--- src/rtl/result_argmax_if.sv ---
// Handshake bundle between the output-layer datapath, the argmax collector and the host.
// Signal suffixes are from the collector's point of view (slave modport).
interface result_argmax_if #(
    parameter int DATA_W = 16
);
    logic                     start_i;
    logic                     node_valid_i;
    logic [7:0]               node_index_i;
    logic signed [DATA_W-1:0] node_value_i;
    logic                     result_ready_i;
    logic                     busy_o;
    logic                     result_valid_o;
    logic [7:0]               winner_index_o;
    logic signed [DATA_W-1:0] winner_value_o;
    logic [7:0]               nodes_seen_o;
    logic                     seq_error_o;
`ifdef RESULT_ARGMAX_MARGIN_EN
    logic [DATA_W:0]          margin_o;
`endif

    modport slave (
        input  start_i, node_valid_i, node_index_i, node_value_i, result_ready_i,
        output busy_o, result_valid_o, winner_index_o, winner_value_o, nodes_seen_o,
`ifdef RESULT_ARGMAX_MARGIN_EN
        output margin_o,
`endif
        output seq_error_o
    );

    modport master (
        output start_i, node_valid_i, node_index_i, node_value_i, result_ready_i,
        input  busy_o, result_valid_o, winner_index_o, winner_value_o, nodes_seen_o,
`ifdef RESULT_ARGMAX_MARGIN_EN
        input  margin_o,
`endif
        input  seq_error_o
    );
endinterface

--- src/rtl/result_argmax.sv ---
// Output-layer argmax collector: tracks the running maximum over MAX_NODES activations and
// hands the winner to the host. Define RESULT_ARGMAX_MARGIN_EN to also report winner-minus-runner-up.
module result_argmax #(
    parameter int DATA_W    = 16,
    parameter int MAX_NODES = 10
) (
    input  logic           clk,
    input  logic           rst_n,
    result_argmax_if.slave bus
);
    localparam logic signed [DATA_W-1:0] MOST_NEG   = {1'b1, {(DATA_W-1){1'b0}}};
    localparam logic [7:0]               LAST_COUNT = 8'(MAX_NODES);

    typedef enum logic [1:0] {IDLE, COLLECT, HOLD} state_t;

    state_t                   state_q;
    logic                     busy_q;
    logic                     result_valid_q;
    logic                     seq_error_q;
    logic [7:0]               nodes_seen_q;
    logic [7:0]               winner_index_q;
    logic signed [DATA_W-1:0] winner_value_q;

    logic [7:0] nodes_seen_d;
    logic       beats_winner_d;
    logic       order_bad_d;

`ifdef RESULT_ARGMAX_MARGIN_EN
    logic signed [DATA_W-1:0] runner_up_q;
    logic                     beats_runner_d;
    logic [DATA_W:0]          margin_d;
`endif

    always_comb begin
        nodes_seen_d   = nodes_seen_q + 8'd1;
        beats_winner_d = bus.node_value_i > winner_value_q;
        order_bad_d    = bus.node_index_i != nodes_seen_q;
`ifdef RESULT_ARGMAX_MARGIN_EN
        beats_runner_d = bus.node_value_i > runner_up_q;
        // Winner never sits below the runner-up, so the sign-extended difference is non-negative.
        margin_d       = {winner_value_q[DATA_W-1], winner_value_q}
                       - {runner_up_q[DATA_W-1], runner_up_q};
`endif
    end

    always_ff @(posedge clk or negedge rst_n) begin
        if (!rst_n) begin
            state_q        <= IDLE;
            busy_q         <= 1'b0;
            result_valid_q <= 1'b0;
            seq_error_q    <= 1'b0;
            nodes_seen_q   <= 8'd0;
            winner_index_q <= 8'd0;
            winner_value_q <= '0;
`ifdef RESULT_ARGMAX_MARGIN_EN
            runner_up_q    <= '0;
`endif
        end else if (bus.start_i) begin
            // A start from any state discards whatever was in flight, including a same-cycle node.
            state_q        <= COLLECT;
            busy_q         <= 1'b1;
            result_valid_q <= 1'b0;
            seq_error_q    <= 1'b0;
            nodes_seen_q   <= 8'd0;
            winner_index_q <= 8'd0;
            winner_value_q <= MOST_NEG;
`ifdef RESULT_ARGMAX_MARGIN_EN
            runner_up_q    <= MOST_NEG;
`endif
        end else begin
            case (state_q)
                COLLECT: begin
                    if (bus.node_valid_i) begin
                        seq_error_q <= seq_error_q | order_bad_d;
                        if (beats_winner_d) begin
                            winner_value_q <= bus.node_value_i;
                            winner_index_q <= bus.node_index_i;
`ifdef RESULT_ARGMAX_MARGIN_EN
                            runner_up_q    <= winner_value_q;
`endif
                        end
`ifdef RESULT_ARGMAX_MARGIN_EN
                        else if (beats_runner_d) begin
                            runner_up_q <= bus.node_value_i;
                        end
`endif
                        nodes_seen_q <= nodes_seen_d;
                        if (nodes_seen_d == LAST_COUNT) begin
                            state_q        <= HOLD;
                            busy_q         <= 1'b0;
                            result_valid_q <= 1'b1;
                        end
                    end
                end
                HOLD: begin
                    if (bus.node_valid_i) begin
                        seq_error_q <= 1'b1;
                    end
                    if (bus.result_ready_i) begin
                        state_q        <= IDLE;
                        result_valid_q <= 1'b0;
                    end
                end
                default: begin
                    state_q <= IDLE;
                end
            endcase
        end
    end

    assign bus.busy_o         = busy_q;
    assign bus.result_valid_o = result_valid_q;
    assign bus.winner_index_o = winner_index_q;
    assign bus.winner_value_o = winner_value_q;
    assign bus.nodes_seen_o   = nodes_seen_q;
    assign bus.seq_error_o    = seq_error_q;
`ifdef RESULT_ARGMAX_MARGIN_EN
    assign bus.margin_o       = margin_d;
`endif
endmodule

--- src/flat_wrapper.sv ---
// flat-port wrapper written by rule: the top's interface ports become plain ports
module result_argmax_flat 
#(
    parameter int DATA_W    = 16,
    parameter int MAX_NODES = 10
)
  (clk, rst_n, bus_start_i, bus_node_valid_i, bus_node_index_i, bus_node_value_i, bus_result_ready_i, bus_busy_o, bus_result_valid_o, bus_winner_index_o, bus_winner_value_o, bus_nodes_seen_o, bus_seq_error_o);
  result_argmax_if #(.DATA_W(DATA_W)) bus_i ();
  input  logic clk;
  input  logic rst_n;
  input wire logic [$bits(bus_i.start_i)-1:0] bus_start_i;
  input wire logic [$bits(bus_i.node_valid_i)-1:0] bus_node_valid_i;
  input wire logic [$bits(bus_i.node_index_i)-1:0] bus_node_index_i;
  input wire logic [$bits(bus_i.node_value_i)-1:0] bus_node_value_i;
  input wire logic [$bits(bus_i.result_ready_i)-1:0] bus_result_ready_i;
  output wire logic [$bits(bus_i.busy_o)-1:0] bus_busy_o;
  output wire logic [$bits(bus_i.result_valid_o)-1:0] bus_result_valid_o;
  output wire logic [$bits(bus_i.winner_index_o)-1:0] bus_winner_index_o;
  output wire logic [$bits(bus_i.winner_value_o)-1:0] bus_winner_value_o;
  output wire logic [$bits(bus_i.nodes_seen_o)-1:0] bus_nodes_seen_o;
  output wire logic [$bits(bus_i.seq_error_o)-1:0] bus_seq_error_o;
  assign bus_i.start_i = bus_start_i;
  assign bus_i.node_valid_i = bus_node_valid_i;
  assign bus_i.node_index_i = bus_node_index_i;
  assign bus_i.node_value_i = bus_node_value_i;
  assign bus_i.result_ready_i = bus_result_ready_i;
  assign bus_busy_o = bus_i.busy_o;
  assign bus_result_valid_o = bus_i.result_valid_o;
  assign bus_winner_index_o = bus_i.winner_index_o;
  assign bus_winner_value_o = bus_i.winner_value_o;
  assign bus_nodes_seen_o = bus_i.nodes_seen_o;
  assign bus_seq_error_o = bus_i.seq_error_o;
  result_argmax #(.DATA_W(DATA_W), .MAX_NODES(MAX_NODES)) u_core (.clk(clk), .rst_n(rst_n), .bus(bus_i));
endmodule
--- config.mk ---
export PLATFORM = sky130hd
export DESIGN_NAME = result_argmax_flat
export DESIGN_NICKNAME = d
export VERILOG_FILES = /design/src/rtl/result_argmax_if.sv /design/src/rtl/result_argmax.sv /design/src/flat_wrapper.sv
export SDC_FILE = /design/constraint.sdc
export NUM_CORES = 1
export LEC_CHECK = 0
export ABC_AREA = 1
export CELL_PAD_IN_SITES_DETAIL_PLACEMENT = 0
export CELL_PAD_IN_SITES_GLOBAL_PLACEMENT = 2
export CORE_ASPECT_RATIO = 1.25
export CORE_MARGIN = 4
export CORE_UTILIZATION = 28
export CTS_CLUSTER_DIAMETER = 50
export CTS_CLUSTER_SIZE = 10
export DETAILED_ROUTE_END_ITERATION = 10
export PLACE_DENSITY = 0.84
export SYNTH_ARGS = -nofsm -noshare
export SYNTH_HDL_FRONTEND = slang
export SYNTH_SLANG_ARGS = --single-unit
--- constraint.sdc ---
create_clock -name clk -period 4.8 [get_ports clk]
set_clock_uncertainty 0.2 [all_clocks]
set_input_delay 0.96 -clock clk [delete_from_list [all_inputs] [get_ports clk]]
set_output_delay 0.96 -clock clk [all_outputs]
set_load 0.02 [all_outputs]
* Yosys cells after proc, flatten, opt, wreduce, memory -nomap -nowiden *
Cells that the tools add are included.

operators by class
  equal/unequal tests = 8
  magnitude comparators = 1
  reductions and logical operators = 11
  add/subtract/negate cells = 1
  muxes and demuxes = 29
  bitwise operators = 1

operators with widths
  kind                   number
  $mux W16               4
  $mux W8                7
  $gt A16 B16 Y1         1
  $reduce_and A3 Y1      4
  $mux W1                11
  $ne A3 B3 Y1 const B   3
  $add A8 B1 Y8 const B  1
  $eq A8 B4 Y1 const B   1
  $mux W2                4
  $ne A8 B8 Y1           1
  $reduce_bool A2 Y1     4
  $pmux W1 S2            2
  $pmux W2 S2            1
  $reduce_and A4 Y1      1
  $ne A3 B2 Y1 const B   1
  $reduce_bool A3 Y1     1
  $eq A2 B1 Y1 const B   1
  $eq A2 B2 Y1 const B   1
  $reduce_and A2 Y1      1
  $or A1 B1 Y1           1

storage, ports and cells
  output and inout bits = 35
  word-level logic and storage cells = 58
  register bits = 37
  input bits = 29

* Longest topological paths before layout *
  depth after elaboration = 6
  depth in mapped cells = 17
  depth with buffers taken out = 16

* Worst setup path after synthesis *
OpenSTA, ideal clock, no wires.

  kind = input to register
  from = input bus_node_value_i[7]
  to = register u_core.winner_value_q[10], in the netlist u_core.bus.winner_value_o[10]
  data arrival time = 2143 ps
  stages on the path = 11
  required time = 4482 ps
  buffers on the path = 1
  setup time = 118 ps
  path slack = 2340 ps
  cell sequence = ha_1 a21o_1 nor2_1 nand2_1 nand2_1 nand2_1 nand2_1 nand3_4 clkbuf_4 nand3_1 nand2_1

on the way
  word-level cells in the longest chain between the ends = 3

RTL lines
  element                       line                 RTL
  from (decl)                   flat_wrapper.sv:14   input wire logic [$bits(bus_i.node_value_i)-1:0] bus_node_value_i;
  $gt A16 B16 Y1                result_argmax.sv:36  beats_winner_d = bus.node_value_i > winner_value_q;
  $reduce_bool A2 Y1 (no line)  -
  $reduce_and A3 Y1 (no line)   -
  to (signal assigned)          result_argmax.sv:76  winner_value_q <= bus.node_value_i;
  to (decl)                     result_argmax.sv:22  logic signed [DATA_W-1:0] winner_value_q;

No other way between the ends.
A chain may end at the register's enable or synchronous reset.

* Worst setup path after layout *
  from = input bus_node_value_i[3]
  to = register u_core.winner_index_q[3], in the netlist u_core.bus.winner_index_o[3]

on the way
  word-level cells in the longest chain between the ends = 3

RTL lines
  element                       line                 RTL
  $gt A16 B16 Y1                result_argmax.sv:36
  $reduce_bool A2 Y1 (no line)  -
  $reduce_and A3 Y1 (no line)   -
  to (signal assigned)          result_argmax.sv:77  winner_index_q <= bus.node_index_i;
  to (decl)                     result_argmax.sv:21  logic [7:0] winner_index_q;

No other way between the ends.

==> results by group <==
Worst setup path
  – Setup crit end kind: flop
  – Kind of critical path: in -> reg
  – CP arrival: 3060 ps
  – Critical Path Most Common Cell: nand2_1
  – Worst path max stage delay: 490 ps
  – Slowest-stage cell, CP: clkdlybuf4s50_1
  – Crit Path Max Fanout: 25
  – Top delay family on crit path: simple AND/OR/NAND/NOR gates
  – CP Launch Type: input pin
  – Cell breakdown of the critical path: clkdlybuf4s50_1, ha_1, nand2_1, inv_1, nand2_1, nand2_1, nand2_1, nand2_1, nand2_1, nand2_1, nand2_1, nand3_4, nand2_4, nand2_1, nand2_1
  – Critical Path RT: 4830 ps
  – Buffers & Inverters on Critical Path: 2

Worst hold path
  – Hold Crit Class: reg -> reg

GRT
  – Grt met1 use: 15.9%
  – Top Usage Layer GRT: met2
  – Met3 Use GR: 2.88%
  – GRT met2 Usage: 24.2%
  – Vias in the first global route: 2358
  – GR Util All Layers: 13.3%
  – First-pass GRT wire length: 11.2 mm
  – Largest net degree at the start of global routing: 38
  – Initial antenna violation count: 0
  – Total grt overflow: 0

STA
  – Worst slew margin: 42.5%
  – Final worst-path setup slack: 1770 ps
  – FMAX: 330 MHz
  – Final Max Tran Viols: 0
  – RSZ-0062 raised after global routing: false
  – Slew @ Worst Pin: 862 ps
  – Setup tns final: 0 ps
  – Period utilization: 63.2%
  – Final min period: 3030 ps
  – Final setup viols: 0
  – Hold slack final: 278 ps
  – Fin. Hold Viols: 0

Route
  – Post-route antenna net violation count: 0
  – Routed WL: 6.55 mm
  – DR vias: 2199
  – DRC Markers: 0
  – Routed length per instance: 13.0 um
  – Drt pass-1 iters: 4
  – Drt first-iter violations: 79
  – Vias per inst: 4.38

Pwr
  – Pwr Density: 268 mW/mm^2
  – Leakage power: 1.67 nW
  – Peak VDD IR: 0.0000851 V
  – Total power draw: 0.000861 W

Yosys
  – Syn Nets: 389
  – Mean Syn Cell Area: 7.09 um^2
  – Cell Area, Synth: 0.00243 mm^2
  – Synth Register Bits: 37
  – Ys Warns: 0
  – Post-synthesis sequential area ratio: 38.2%
  – Mapped Cells: 342
  – Unique masters post-synth: 29

Final layout
  – Multi-input gate area: 0.00120 mm^2
  – Fillers: 918
  – N_diodes: 0
  – Area grow syn2layout: 32.2%
  – Layout cell share with drive strength beyond 1: 4.94%
  – Nets@finish: 451
  – Register area: 926 um^2

CTS
  – Clock Latency Late Sink: 290 ps
  – Post-CTS Setup Bufs: 0
  – Clock slew at reported path FFs: 70 ps
  – Clock root buffer: clkbuf_8
  – Hold buffer count at CTS: 0
  – Clock sinks: 37
  – PostCTS Resize Cnt: 0
  – CTS H-Tree Depth: 2
  – Max Buffers Root-to-Sink: 2
  – CTS Buf Count: 5
  – CTS tree: built

Floorplanning
  – Die Y: 112 um
  – Die Width: 91.3 um
  – Die ar.: 0.0102 mm^2
  – # IOs: 64
  – Std-Cell Rows: 37
  – Initial Utilization: 29.1%
  – CORE AREA: 0.00833 mm^2

Placed design
  – Port bufs: 63
  – Post-DP HPWL: 5.02 mm
  – Placer Congestion: 0.809
  – Worst slack at placement: 1430 ps

Run
  – Number of max-cap violations: 0

Run status
  – Status: complete, no violations
state kept, by name (all words and copies together), names as in the netlist:
signal	cells
u_core.bus.seq_error_o	1
u_core.bus.winner_index_o	8
u_core.state_q	2
u_core.bus.result_valid_o	1
u_core.bus.busy_o	1
u_core.bus.winner_value_o	16
u_core.bus.nodes_seen_o	8
logic make-up (layout without fill, tap and decap cells):
family / Yosys count / count (layout) / synth area share (%)
AOI/OAI and AO/OA: 21 / 21 / 4.80
xor gates and xnor gates: 5 / 5 / 1.80
adders and majority gates: 18 / 18 / 9.28
buffers and inverters: 73 / 136 / 12.4
DFF: 37 / 37 / 38.2
and+or+nand+nor: 188 / 188 / 33.6
worst reg2reg max path, delay by kind of cell, from the launching register on:
kind / cells / cell delay, ps
DFF: 1 / 380
buffers and inverters: 1 / 50
adders and majority gates: 1 / 320
and+or+nand+nor: 7 / 1030
AOI/OAI and AO/OA: 2 / 320
cells in the final DEF (no fill, tap or decap), drive strengths merged:
cell           instances
clkinv                 4
o22ai                  3
o31ai                  1
o21bai                 1
o21ai                  9
nor4                   1
ha                    18
dfrtp                 37
nor2                  46
a21o                   1
nor3                   3
buf                    3
clkdlybuf4s50         62
or2                    1
inv                   61
or3                    1
nand4                  6
nand3                 34
a21oi                  6
nand2                 96
xor2                   5
clkbuf                 6
synth_stat cells:
| cell type | number | share of area, % |
|---|---|---|
| or3_1 | 1 | 0.26 |
| o21bai_1 | 1 | 0.31 |
| nor2_2 | 3 | 0.77 |
| dfrtp_1 | 37 | 38 |
| o31ai_1 | 1 | 0.31 |
| a21o_1 | 1 | 0.31 |
| o21ai_0 | 9 | 1.9 |
| a21oi_1 | 6 | 1.2 |
| nor2_1 | 42 | 6.5 |
| inv_2 | 2 | 0.31 |
| nor3_1 | 3 | 0.62 |
| buf_6 | 2 | 0.93 |
| clkbuf_1 | 5 | 0.77 |
| ha_1 | 18 | 9.3 |
| or2_2 | 1 | 0.26 |
| xor2_1 | 5 | 1.8 |
| nor2_4 | 1 | 0.46 |
| nand3_1 | 32 | 6.6 |
| clkinv_1 | 2 | 0.31 |
| nand4_1 | 6 | 1.5 |
| o22ai_1 | 3 | 0.77 |
| nand3_4 | 1 | 0.72 |
| nand3_2 | 1 | 0.41 |
| nand2_1 | 95 | 15 |
| nor4_1 | 1 | 0.26 |
| buf_4 | 2 | 0.62 |
| inv_1 | 59 | 9.1 |
| clkbuf_4 | 1 | 0.31 |
| nand2_4 | 1 | 0.46 |
metrics by stage:
step | cells | cell area (um^2) | utilization, %
finish | 502 | 3210 | 38.5
global route | 502 | 3210 | 38.5
CTS | 502 | 3210 | 38.5
detailed placement | 494 | 3120 | 37.5
global placement | 494 | 3120 | 37.5
floorplan | 342 | 2430 | -
power by group:
| group | internal, W | leakage, nW | switching, W |
|---|---|---|---|
| clock | 0.000101 | 0.0450 | 0.000114 |
| combinational | 0.000121 | 1.15 | 0.000160 |
| sequential | 0.000340 | 0.480 | 0.0000251 |
cell type report:
type	count	area share (%)
clock buffers	6	2.26
well taps	97	3.78
multi-input cells	232	37.4
clock inverters	2	0.312
flip-flops and latches	37	28.9
inverters	63	7.37
repair buffers	65	20.0
per-layer routing:
metal  vias up  wire length, um
met4         0               66
li1       1177                -
met1       975             2930
met5         -                0
met2        43             3300
met3         4              248
final timing paths:
| path | startpoint | end | slack (ps) | cells past startpoint |
|---|---|---|---|---|
| max | bus_node_value_i[3] | u_core.bus.winner_index_o[3] | 1770 | 15 |
| min reg2reg | u_core.bus.result_valid_o | u_core.bus.result_valid_o | 280 | 2 |
| min | u_core.bus.result_valid_o | u_core.bus.result_valid_o | 280 | 2 |
| min in group asynchronous | rst_n | u_core.bus.winner_value_o[2] | 580 | 1 |
| max in group asynchronous | rst_n | u_core.bus.nodes_seen_o[2] | 3280 | 1 |
| max reg2reg | u_core.bus.winner_value_o[11] | u_core.bus.winner_index_o[3] | 2440 | 11 |
No activity file was read; power rests on OpenSTA's default activity.
